File: config.mk
export PLATFORM = sky130hd
export DESIGN_NAME = icache_dm_flat
export DESIGN_NICKNAME = d
export VERILOG_FILES = /design/src/rtl/icache_dm_pkg.sv /design/src/rtl/icache_dm_if.sv /design/src/rtl/icache_array.sv /design/src/rtl/icache_dm.sv /design/src/flat_wrapper.sv
export SDC_FILE = /design/constraint.sdc
export NUM_CORES = 1
export LEC_CHECK = 0
export BUFFER_PORTS_ARGS = -buffer_cell sky130_fd_sc_hd__buf_2
export CORE_MARGIN = 2
export CORE_UTILIZATION = 61
export DETAILED_ROUTE_END_ITERATION = 10
export GPL_TIMING_DRIVEN = 0
export PLACE_DENSITY = 0.83
export SKIP_CTS_REPAIR_TIMING = 1
export SLEW_MARGIN = 20
export SYNTH_ARGS = -nofsm -noshare
export SYNTH_HDL_FRONTEND = slang
export SYNTH_SLANG_ARGS = --single-unit
File: constraint.sdc
create_clock -name CLK -period 8.2 [get_ports CLK]
set_clock_uncertainty 0.15 [all_clocks]
set_input_delay 0.41 -clock CLK [delete_from_list [all_inputs] [get_ports CLK]]
set_output_delay 0.41 -clock CLK [all_outputs]
set_load 0.01 [all_outputs]
File: src/rtl/icache_dm_pkg.sv
// Shared types and constants for the direct-mapped instruction cache.
// Default geometry: 16 sets, one word per block.
package icache_dm_pkg;

    localparam int ICACHE_NSETS = 16;
    localparam int ICACHE_IDX_W = $clog2(ICACHE_NSETS);
    localparam int ICACHE_TAG_W = 30 - ICACHE_IDX_W;

    typedef enum logic {
        IDLE = 1'b0,
        FILL = 1'b1
    } icache_state_t;

    typedef struct packed {
        logic [ICACHE_TAG_W-1:0] tag;
        logic [ICACHE_IDX_W-1:0] idx;
        logic [1:0]              bytoff;
    } icachef_t;

    function automatic logic [31:0] word_align(input logic [31:0] a);
        return {a[31:2], 2'b00};
    endfunction

endpackage

File: src/rtl/icache_dm_if.sv
// Datapath-side and memory-side bundles of the instruction cache.
// Handshakes: imemREN is answered by ihit in the same cycle; iREN is held with a stable iaddr until a cycle with iwait=0, and iload is taken in that cycle.
interface datapath_cache_if;
    logic        flush;
    logic        imemREN;
    logic [31:0] imemaddr;
    logic        ihit;
    logic [31:0] imemload;

    modport icache (input flush, imemREN, imemaddr, output ihit, imemload);
    modport dp     (output flush, imemREN, imemaddr, input ihit, imemload);
endinterface

interface caches_if;
    logic        iREN;
    logic [31:0] iaddr;
    logic        iwait;
    logic [31:0] iload;

    modport icache (output iREN, iaddr, input iwait, iload);
    modport mem    (input iREN, iaddr, output iwait, iload);
endinterface

File: src/rtl/icache_array.sv
// Register-based valid/tag/data storage: one combinational read port,
// one posedge write port, and a flush that clears every valid bit.
module icache_array
    import icache_dm_pkg::*;
#(
    parameter  int NSETS = ICACHE_NSETS,
    localparam int IDX_W = $clog2(NSETS),
    localparam int TAG_W = 30 - IDX_W
) (
    input  logic             CLK,
    input  logic             nRST,
    input  logic             flush,
    input  logic [IDX_W-1:0] ridx,
    output logic             rvalid,
    output logic [TAG_W-1:0] rtag,
    output logic [31:0]      rdata,
    input  logic             we,
    input  logic [IDX_W-1:0] widx,
    input  logic [TAG_W-1:0] wtag,
    input  logic [31:0]      wdata
);

    logic [NSETS-1:0] valid;
    logic [TAG_W-1:0] tags [NSETS];
    logic [31:0]      data [NSETS];

    // Flush has priority: a line written in the flush cycle is left invalid.
    always_ff @(posedge CLK) begin
        if (!nRST) begin
            valid <= '0;
        end else if (flush) begin
            valid <= '0;
        end else if (we) begin
            valid[widx] <= 1'b1;
        end
    end

    always_ff @(posedge CLK) begin
        if (we) begin
            tags[widx] <= wtag;
            data[widx] <= wdata;
        end
    end

    assign rvalid = valid[ridx];
    assign rtag   = tags[ridx];
    assign rdata  = data[ridx];

endmodule

File: src/rtl/icache_dm.sv
// Direct-mapped instruction cache: zero-latency hits, single-word fill on a miss,
// hit/miss performance counters.
module icache_dm
    import icache_dm_pkg::*;
#(
    parameter  int NSETS = ICACHE_NSETS,
    localparam int IDX_W = $clog2(NSETS),
    localparam int TAG_W = 30 - IDX_W
) (
    input  logic              CLK,
    input  logic              nRST,
    datapath_cache_if.icache  dcif,
    caches_if.icache          cif,
    output logic [31:0]       hit_cnt,
    output logic [31:0]       miss_cnt,
    output icache_state_t     state_dbg
);

    icache_state_t    state, next_state;
    logic [31:0]      miss_addr;
    logic [31:0]      req_addr;
    logic [TAG_W-1:0] req_tag;
    logic [IDX_W-1:0] req_idx;
    logic             rvalid;
    logic [TAG_W-1:0] rtag;
    logic [31:0]      rdata;
    logic             fill_we;
    logic             miss;
    logic             ihit;
    logic [31:0]      imemload;
    logic             iren;
    logic [31:0]      iaddr;

    assign req_addr = word_align(dcif.imemaddr);
    assign req_tag  = req_addr[31:IDX_W+2];
    assign req_idx  = req_addr[IDX_W+1:2];

    icache_array #(.NSETS(NSETS)) u_array (
        .CLK    (CLK),
        .nRST   (nRST),
        .flush  (dcif.flush),
        .ridx   (req_idx),
        .rvalid (rvalid),
        .rtag   (rtag),
        .rdata  (rdata),
        .we     (fill_we),
        .widx   (miss_addr[IDX_W+1:2]),
        .wtag   (miss_addr[31:IDX_W+2]),
        .wdata  (cif.iload)
    );

    always_comb begin
        next_state = state;
        ihit       = 1'b0;
        imemload   = '0;
        iren       = 1'b0;
        iaddr      = '0;
        fill_we    = 1'b0;
        miss       = 1'b0;
        case (state)
            IDLE: begin
                if (dcif.imemREN) begin
                    if (rvalid && (rtag == req_tag)) begin
                        ihit     = 1'b1;
                        imemload = rdata;
                    end else begin
                        miss       = 1'b1;
                        next_state = FILL;
                    end
                end
            end
            FILL: begin
                // Datapath inputs are ignored here; the fill always finishes for miss_addr.
                iren  = 1'b1;
                iaddr = miss_addr;
                if (!cif.iwait) begin
                    fill_we    = 1'b1;
                    next_state = IDLE;
                end
            end
            default: next_state = IDLE;
        endcase
    end

    always_ff @(posedge CLK) begin
        if (!nRST) begin
            state     <= IDLE;
            miss_addr <= '0;
            hit_cnt   <= '0;
            miss_cnt  <= '0;
        end else begin
            state <= next_state;
            if (miss) begin
                miss_addr <= req_addr;
                miss_cnt  <= miss_cnt + 32'd1;
            end
            if (ihit) begin
                hit_cnt <= hit_cnt + 32'd1;
            end
        end
    end

    assign dcif.ihit     = ihit;
    assign dcif.imemload = imemload;
    assign cif.iREN      = iren;
    assign cif.iaddr     = iaddr;
    assign state_dbg     = state;

endmodule
File: src/flat_wrapper.sv
// flat-port wrapper written by rule: the top's interface ports become plain ports
module icache_dm_flat import icache_dm_pkg::*;
#(
    parameter  int NSETS = ICACHE_NSETS,
    localparam int IDX_W = $clog2(NSETS),
    localparam int TAG_W = 30 - IDX_W
)
  (CLK, nRST, hit_cnt, miss_cnt, state_dbg, dcif_flush, dcif_imemREN, dcif_imemaddr, dcif_ihit, dcif_imemload, cif_iREN, cif_iaddr, cif_iwait, cif_iload);
  datapath_cache_if dcif_i ();
  caches_if cif_i ();
  input  logic CLK;
  input  logic nRST;
  output logic [31:0] hit_cnt;
  output logic [31:0] miss_cnt;
  output icache_state_t state_dbg;
  input wire logic [$bits(dcif_i.flush)-1:0] dcif_flush;
  input wire logic [$bits(dcif_i.imemREN)-1:0] dcif_imemREN;
  input wire logic [$bits(dcif_i.imemaddr)-1:0] dcif_imemaddr;
  output wire logic [$bits(dcif_i.ihit)-1:0] dcif_ihit;
  output wire logic [$bits(dcif_i.imemload)-1:0] dcif_imemload;
  output wire logic [$bits(cif_i.iREN)-1:0] cif_iREN;
  output wire logic [$bits(cif_i.iaddr)-1:0] cif_iaddr;
  input wire logic [$bits(cif_i.iwait)-1:0] cif_iwait;
  input wire logic [$bits(cif_i.iload)-1:0] cif_iload;
  assign dcif_i.flush = dcif_flush;
  assign dcif_i.imemREN = dcif_imemREN;
  assign dcif_i.imemaddr = dcif_imemaddr;
  assign dcif_ihit = dcif_i.ihit;
  assign dcif_imemload = dcif_i.imemload;
  assign cif_iREN = cif_i.iREN;
  assign cif_iaddr = cif_i.iaddr;
  assign cif_i.iwait = cif_iwait;
  assign cif_i.iload = cif_iload;
  icache_dm #(.NSETS(NSETS)) u_core (.CLK(CLK), .nRST(nRST), .dcif(dcif_i), .cif(cif_i), .hit_cnt(hit_cnt), .miss_cnt(miss_cnt), .state_dbg(state_dbg));
endmodule
==> summary.md, run 1 <==
| Metric | Value |
|---|---|
| FILL cells | `3775` |
| Vias in the first global route | `24408` |
| Sequential share of the synthesized area | `between 70% and 80%` |
| Sw frac | `21.8%` |
| Die ar. | `69800 um^2` |
| Clock power frac | `about two fifths` |
| Final setup fails | `0` |
| Fraction of layout cells with a size suffix above 1 | `27.7%` |
| NetSw | `2.40 mW` |
| Met1 usage | `between 40% and 50%` |
| Most frequent cells in the layout | `edfxtp_1, mux4_2, buf_2` |
| Die X | `between 200 and 300 um` |
| DR vias | `24318` |
| Mapped Area | `41300 um^2` |
| Num ports | `200` |
| Top Family by Delay on Critical Path | `buffers and inverters` |
| Largest net degree at the start of global routing | `22` |
| CORE AREA | `~67000 um^2` |
| Min cycle time layout | `about 6.6 ns` |
| VDD IR-drop max | `0.000220 V` |
| Top_reg_cell synth | `edfxtp_1` |
| Max Slew Vio Count | `0` |
| R2R setup slack | `3.60 ns` |
| Grt ovf | `0` |
| Top achievable clock speed | `0.151 GHz` |
| Status | `completed` |
| Number of buffers created by CTS | `100` |
| TritonRoute pass-1 iters | `6` |
| Worst skew pair latency | `0.67 ns` |
| Clock sinks | `1039` |
| H-tree Lvls | `3` |
| CTS tree | `built` |
| Worst slew pin tran | `1.11 ns` |
| WP data arrival | `6.08 ns` |
| Worst-path cell chain | `buf_4 > buf_4 > buf_6 > buf_1 > mux2i_1 > xnor2_1 > a2111oi_0 > o22ai_1 > nor2b_1 > clkbuf_1 > nand4_1 > clkbuf_1 > nor2b_1 > buf_2` |
| DRC | `0` |
| Max-cap violations | `0` |
| Unrepaired setup endpoints after global routing | `no` |
| Synth async-reset ratio | `0%` |
| Worst Hold Class | `input port to register` |
| Critical path peak fanout | `10` |
| Yosys reg bits | `1039` |
| Met2 GRT Util | `55.2%` |
| Syn Inst Count | `2164` |
| CP startpoint kind | `input port` |
| Syn Area/Cell | `between 15 and 20 um^2` |
| Crit share post-route | `80.9%` |
| Setup crit end kind | `output pin` |
| CP required | `~7.6 ns` |
| Comb power frac | `5.3%` |
| R2R depth | `11` |
| Ys Warns | `0` |
| Internal Pwr Total | `8.62 mW` |
| Worst reg2reg path startpoint | `u_core.u_array.tags[5][25]` |
| HP Start | `dcif_flush` |
| Post-Route WL | `114000 um` |
| Number of I/O port buffers | `192` |
| Routed vias/inst | `6.84` |
| Sequential power share | `a little over half` |
| Worst Hold Path EP | `u_core.u_array.valid[8]` |
| First-pass GRT wire length | `162000 um` |
| DR iter-0 viols | `3428` |
| Max Root-Sink Buffers | `3` |
| Leak | `16.8 nW` |
| Slew HR | `25.9%` |
| Library cells used by synthesis | `63` |
| Site Rows | `95` |
| Most Crowded Layer GR | `met2` |
| Hold depth | `3` |
| Layout area overhead | `17.7%` |
| Finished Core Util | `just over 70%` |
| Post-route ant nets | `0` |
| Bufs and invs on worst path | `7` |
| Net count reported at finish | `2669` |
| Total track usage | `32.6%` |
| Leading cell type in the layout, fill and taps excluded | `edfxtp_1` |
| Die Y | `264 um` |
| Starting Density | `61.5%` |
| Routing usage on met3 | `6.30%` |
| Final setup TNS | `0 ns` |
| Gpl congestion | `0.999` |
| Post-synth EDFFs | `between 900 and 1000` |
| Root buf cell | `clkbuf_16` |
| Reg2reg end | `u_core.miss_addr[28]` |
| DR WL/cell | `31.9 um` |
| Fin. Hold Viols | `0` |
| CP peak stage delay | `approximately 0.9 ns` |
| Hpwl dp | `72500 um` |
| Worst path slowest cell | `a2111oi_0` |
| Power Density | `between 200 and 250 nW/um^2` |
| Worst Setup Path Type | `input port to output pin` |
| Worst-path clk slew | `0.06 ns` |
| Antenna violations before repair | `3` |
==> cell usage after synthesis, types with 16 or more instances <==
| library cell | number | area share, % |
|---|---|---|
| a21oi_1 | 41 | 0.50 |
| and2_1 | 40 | 0.61 |
| and3_1 | 16 | 0.24 |
| buf_1 | 21 | 0.19 |
| buf_2 | 17 | 0.21 |
| clkbuf_1 | 65 | 0.59 |
| dfxtp_1 | 111 | 5.4 |
| edfxtp_1 | 928 | 67 |
| mux2i_1 | 129 | 3.1 |
| mux4_2 | 249 | 14 |
| nand2_1 | 126 | 1.1 |
| nand2b_1 | 26 | 0.39 |
| nand3_1 | 36 | 0.44 |
| nand4_1 | 18 | 0.27 |
| nor2_1 | 37 | 0.34 |
| nor2b_1 | 48 | 0.73 |
| o21a_1 | 18 | 0.33 |
| o31ai_1 | 33 | 0.60 |
| or4_1 | 28 | 0.51 |
| xnor2_1 | 26 | 0.55 |
==> power groups by stage <==
stage	logic (mW)	clock network [mW]	registers [mW]
floorplan	0.331	0	5.94
detailed placement	0.538	0	5.96
global route	0.606	4.78	5.85
global placement	0.504	0	5.96
finish	0.581	4.59	5.85
CTS	0.550	4.60	5.85
==> kinds of logic after synthesis <==
logic type,count (synthesis),share of synthesized area (%)
flops,1039,72.9
simple gates,415,5.40
mux,380,16.8
compound gates,158,2.72
buf+inv,139,1.56
xor+xnor,30,0.636
fa+ha+maj,2,0.0606
other cells,1,0.00908
==> through the flow <==
step                      setup slack [ns]  hold slack [ns]  std cells  power, mW  cell area (um^2)
after floorplan                       2.36            0.285       2165       6.28             41300
after global placement               -2.57            0.291       3230       6.46             43400
after detailed placement              1.91            0.303       3309       6.50             44700
after CTS                             1.86           -0.137       3491       11.0             48000
after global routing                  1.51           0.0506       3553       11.2             48600
final                                 1.56           0.0831       3555       11.0             48600
==> tightest hold or removal path: stages <==
cell and delay (ns):
buf_2 0.15, nor2_1 0.16, o21a_1 0.14
==> flip-flops by register name, indices dropped and copies added, names as in the netlist <==
name and cells:
u_core.state_dbg 1, u_core.u_array.valid 16, u_core.hit_cnt 32, u_core.u_array.tags 416, u_core.miss_addr 30, u_core.u_array.data 512, u_core.miss_cnt 32
==> routing by layer <==
metal | vias up | part of all wire [%]
met5 | - | 0.0097
met4 | 2 | 4.8
met3 | 374 | 9.7
met2 | 1837 | 51
met1 | 12411 | 34
li1 | 9694 | -
==> cell type report <==
class	instances	area (um^2)	share of cell area, %
plain buffers	121	591	1.22
repair buffers	331	2830	5.82
well taps	873	1090	2.25
clock inverters	51	524	1.08
flip-flops and latches	1039	30100	61.9
diodes	4	10.0	0.0206
multi-input cells	987	10700	22.0
clock buffers	131	2720	5.60
inverters	18	67.6	0.139
==> worst max-delay path by stage <==
stage,to,startpoint,slack [ns],cells after the start
floorplan,u_core.u_array.data[0][0],u_core.state_dbg,2.36,4
detailed placement,dcif_imemload[5],dcif_imemaddr[2],1.91,14
finish,dcif_imemload[5],dcif_imemaddr[2],1.56,14
CTS,dcif_imemload[5],dcif_imemaddr[2],1.86,14
global placement,u_core.u_array.data[0][13],u_core.state_dbg,-2.57,4
global route,dcif_imemload[5],dcif_imemaddr[2],1.51,14
No activity file was read; power rests on OpenSTA's default activity.
==> run 2: changes to the inputs <==
==> constraint.sdc (replaced) <==
create_clock -name CLK -period 6.8 [get_ports CLK]
set_clock_uncertainty 0.15 [all_clocks]
set_input_delay 0.34 -clock CLK [delete_from_list [all_inputs] [get_ports CLK]]
set_output_delay 0.34 -clock CLK [all_outputs]
set_load 0.01 [all_outputs]
==> summary.md, run 2 (synthesized netlist as in run 1, its figures left out) <==
| Metric | Value |
|---|---|
| HP Start | `dcif_imemREN` |
| Min cycle time layout | `6.49 ns` |
| Worst slew pin tran | `1.18 ns (+0.0630 ns)` |
| DR WL/cell | `32.0 um (about the same)` |
| Clock sinks | `1039 (unchanged)` |
| Status | `completed` |
| Num ports | `200 (unchanged)` |
| DR vias | `24293 (-0.10%)` |
| Top Registers | `u_core.u_array.data x512, u_core.u_array.tags x416` |
| Worst-path cell chain | `buf_4 > buf_4 > buf_6 > buf_1 > mux2i_1 > xnor2_1 > a2111oi_0 > o22ai_1 > nor2b_1 > clkbuf_1 > nand4_1 > clkbuf_1 > nor2b_1 > buf_2` |
| Fin. Hold Viols | `0 (unchanged)` |
| CTS tree | `built` |
| Max Slew Vio Count | `0 (unchanged)` |
| Power Density | `273 nW/um^2 (+21%)` |
| Routed vias/inst | `6.83 (-0.10%)` |
| FILL cells | `3774 (-0.026%)` |
| Layout area overhead | `17.7% (about the same)` |
| Leading cell type in the layout, fill and taps excluded | `edfxtp_1` |
| Biggest register | `u_core.u_array.data` |
| Hpwl dp | `72500 um (unchanged)` |
| R2R setup slack | `2.18 ns (-1.42 ns)` |
| Max Root-Sink Buffers | `3 (unchanged)` |
| CP peak stage delay | `0.93 ns (+0.02 ns)` |
| DR iter-0 viols | `3204 (-6.5%)` |
| Worst reg2reg path startpoint | `u_core.u_array.tags[5][25]` |
| Leak | `16.8 nW (about the same)` |
| Starting Density | `61.5% (unchanged)` |
| R2R depth | `11 (unchanged)` |
| Pre-CTS WS | `0.649 ns (-1.26 ns)` |
| Grt ovf | `0 (unchanged)` |
| Antenna violations before repair | `3 (unchanged)` |
| Number of I/O port buffers | `192 (unchanged)` |
| VDD IR-drop max | `0.000266 V (+21%)` |
| Site Rows | `95 (unchanged)` |
| Number of buffers created by CTS | `100 (unchanged)` |
| Hold depth | `4 (+1)` |
| Net count reported at finish | `2670 (+0.037%)` |
| Worst Hold Class | `input port to register` |
| Worst Hold Path EP | `u_core.hit_cnt[6]` |
| Worst-path clk slew | `0.06 ns (about the same)` |
| Final worst slack | `0.313 ns (-1.25 ns)` |
| Final setup fails | `0 (unchanged)` |
| Vias in the first global route | `24408 (unchanged)` |
| Die Y | `264 um (unchanged)` |
| Max-cap violations | `0 (unchanged)` |
| H-tree Lvls | `3 (unchanged)` |
| Die X | `264 um (unchanged)` |
| Root buf cell | `clkbuf_16` |
| Gpl congestion | `0.999 (unchanged)` |
| Worst skew pair latency | `0.68 ns (about the same)` |
| Critical path peak fanout | `10 (unchanged)` |
| WP data arrival | `6.00 ns (-0.08 ns)` |
| Unrepaired setup endpoints after global routing | `no` |
| Fraction of layout cells with a size suffix above 1 | `27.7% (about the same)` |
| Reg2reg end | `u_core.miss_addr[5]` |
| Setup crit end kind | `output pin` |
| CP required | `6.31 ns (-1.33 ns)` |
| CP startpoint kind | `input port` |
| Top achievable clock speed | `0.154 GHz` |
| Most frequent cells in the layout | `edfxtp_1, mux4_2, buf_2` |
| Finished Core Util | `72.4% (about the same)` |
| Max FFs per register | `512 (unchanged)` |
| Post-Route WL | `114000 um (about the same)` |
| First-pass GRT wire length | `162000 um (unchanged)` |
| Slew HR | `21.7% (-4.2 points)` |
| Post-route ant nets | `0 (unchanged)` |
| Largest net degree at the start of global routing | `22 (unchanged)` |
| Worst path slowest cell | `a2111oi_0` |
| Crit share post-route | `95.4%` |
| Total track usage | `32.6% (unchanged)` |
| Worst Setup Path Type | `input port to output pin` |
| TritonRoute pass-1 iters | `5 (-1)` |
| Die ar. | `69800 um^2 (unchanged)` |
| Final setup TNS | `0 ns (unchanged)` |
| CORE AREA | `67200 um^2 (unchanged)` |
| DRC | `0 (unchanged)` |
## run 2: final cells by class
class / instances / area [um^2] / area share (%)
sequential: 1039 / 30100 / 61.9
multi-input combinational: 987 / 10700 / 22.0
timing repair buffer: 332 / 2840 / 5.84
clock buffer: 131 / 2720 / 5.60
tap: 873 / 1090 / 2.25
buffer: 121 / 591 / 1.21
clock inverter: 51 / 524 / 1.08
inverter: 18 / 67.6 / 0.139
antenna: 3 / 7.51 / 0.0154
## run 2: through the flow
step	total power [mW]	instance area, um^2	std cells	hold WS, ns
final	13.3	48600	3555	0.0698
after global routing	13.6	48600	3554	0.0983
after CTS	13.3	48000	3491	-0.207
after detailed placement	7.84	44700	3309	0.303
after global placement	7.80	43400	3230	0.291
after floorplan	7.57	41300	2165	0.285
## run 2: worst max-delay path by stage
stage                                 from                         end  depth (start not counted)  slack [ns]
final                     dcif_imemaddr[2]            dcif_imemload[5]                         14        0.31
after global routing      dcif_imemaddr[2]            dcif_imemload[5]                         14        0.25
after CTS                 dcif_imemaddr[2]            dcif_imemload[5]                         14        0.60
after detailed placement  dcif_imemaddr[2]            dcif_imemload[5]                         14        0.65
after global placement    u_core.state_dbg  u_core.u_array.data[0][13]                          4       -3.97
after floorplan           u_core.state_dbg   u_core.u_array.data[0][0]                          4        0.96
## run 2: power breakdown
part / leakage [nW] / switching, mW / internal (mW)
clock network: 1.58 / 2.42 / 3.11
registers: 9.54 / 0.0646 / 6.99
logic: 5.65 / 0.407 / 0.295
## run 2: critical path: cells and delay by family
family                    cells  cell delay, ns
xor gates and xnor gates      1            0.09
buffers and inverters         7            2.70
AOI/OAI and AO/OA             2            1.18
muxes                         1            0.31
and+or+nand+nor               3            1.34
## run 2: layer usage
layer | track usage, % | vias to the layer above | routed length (um)
li1 | - | 9687 | -
met1 | 41.3 | 12433 | 39200
met2 | 55.2 | 1812 | 57800
met3 | 6.30 | 359 | 11300
met4 | 15.0 | 2 | 5420
met5 | 0 | - | 11
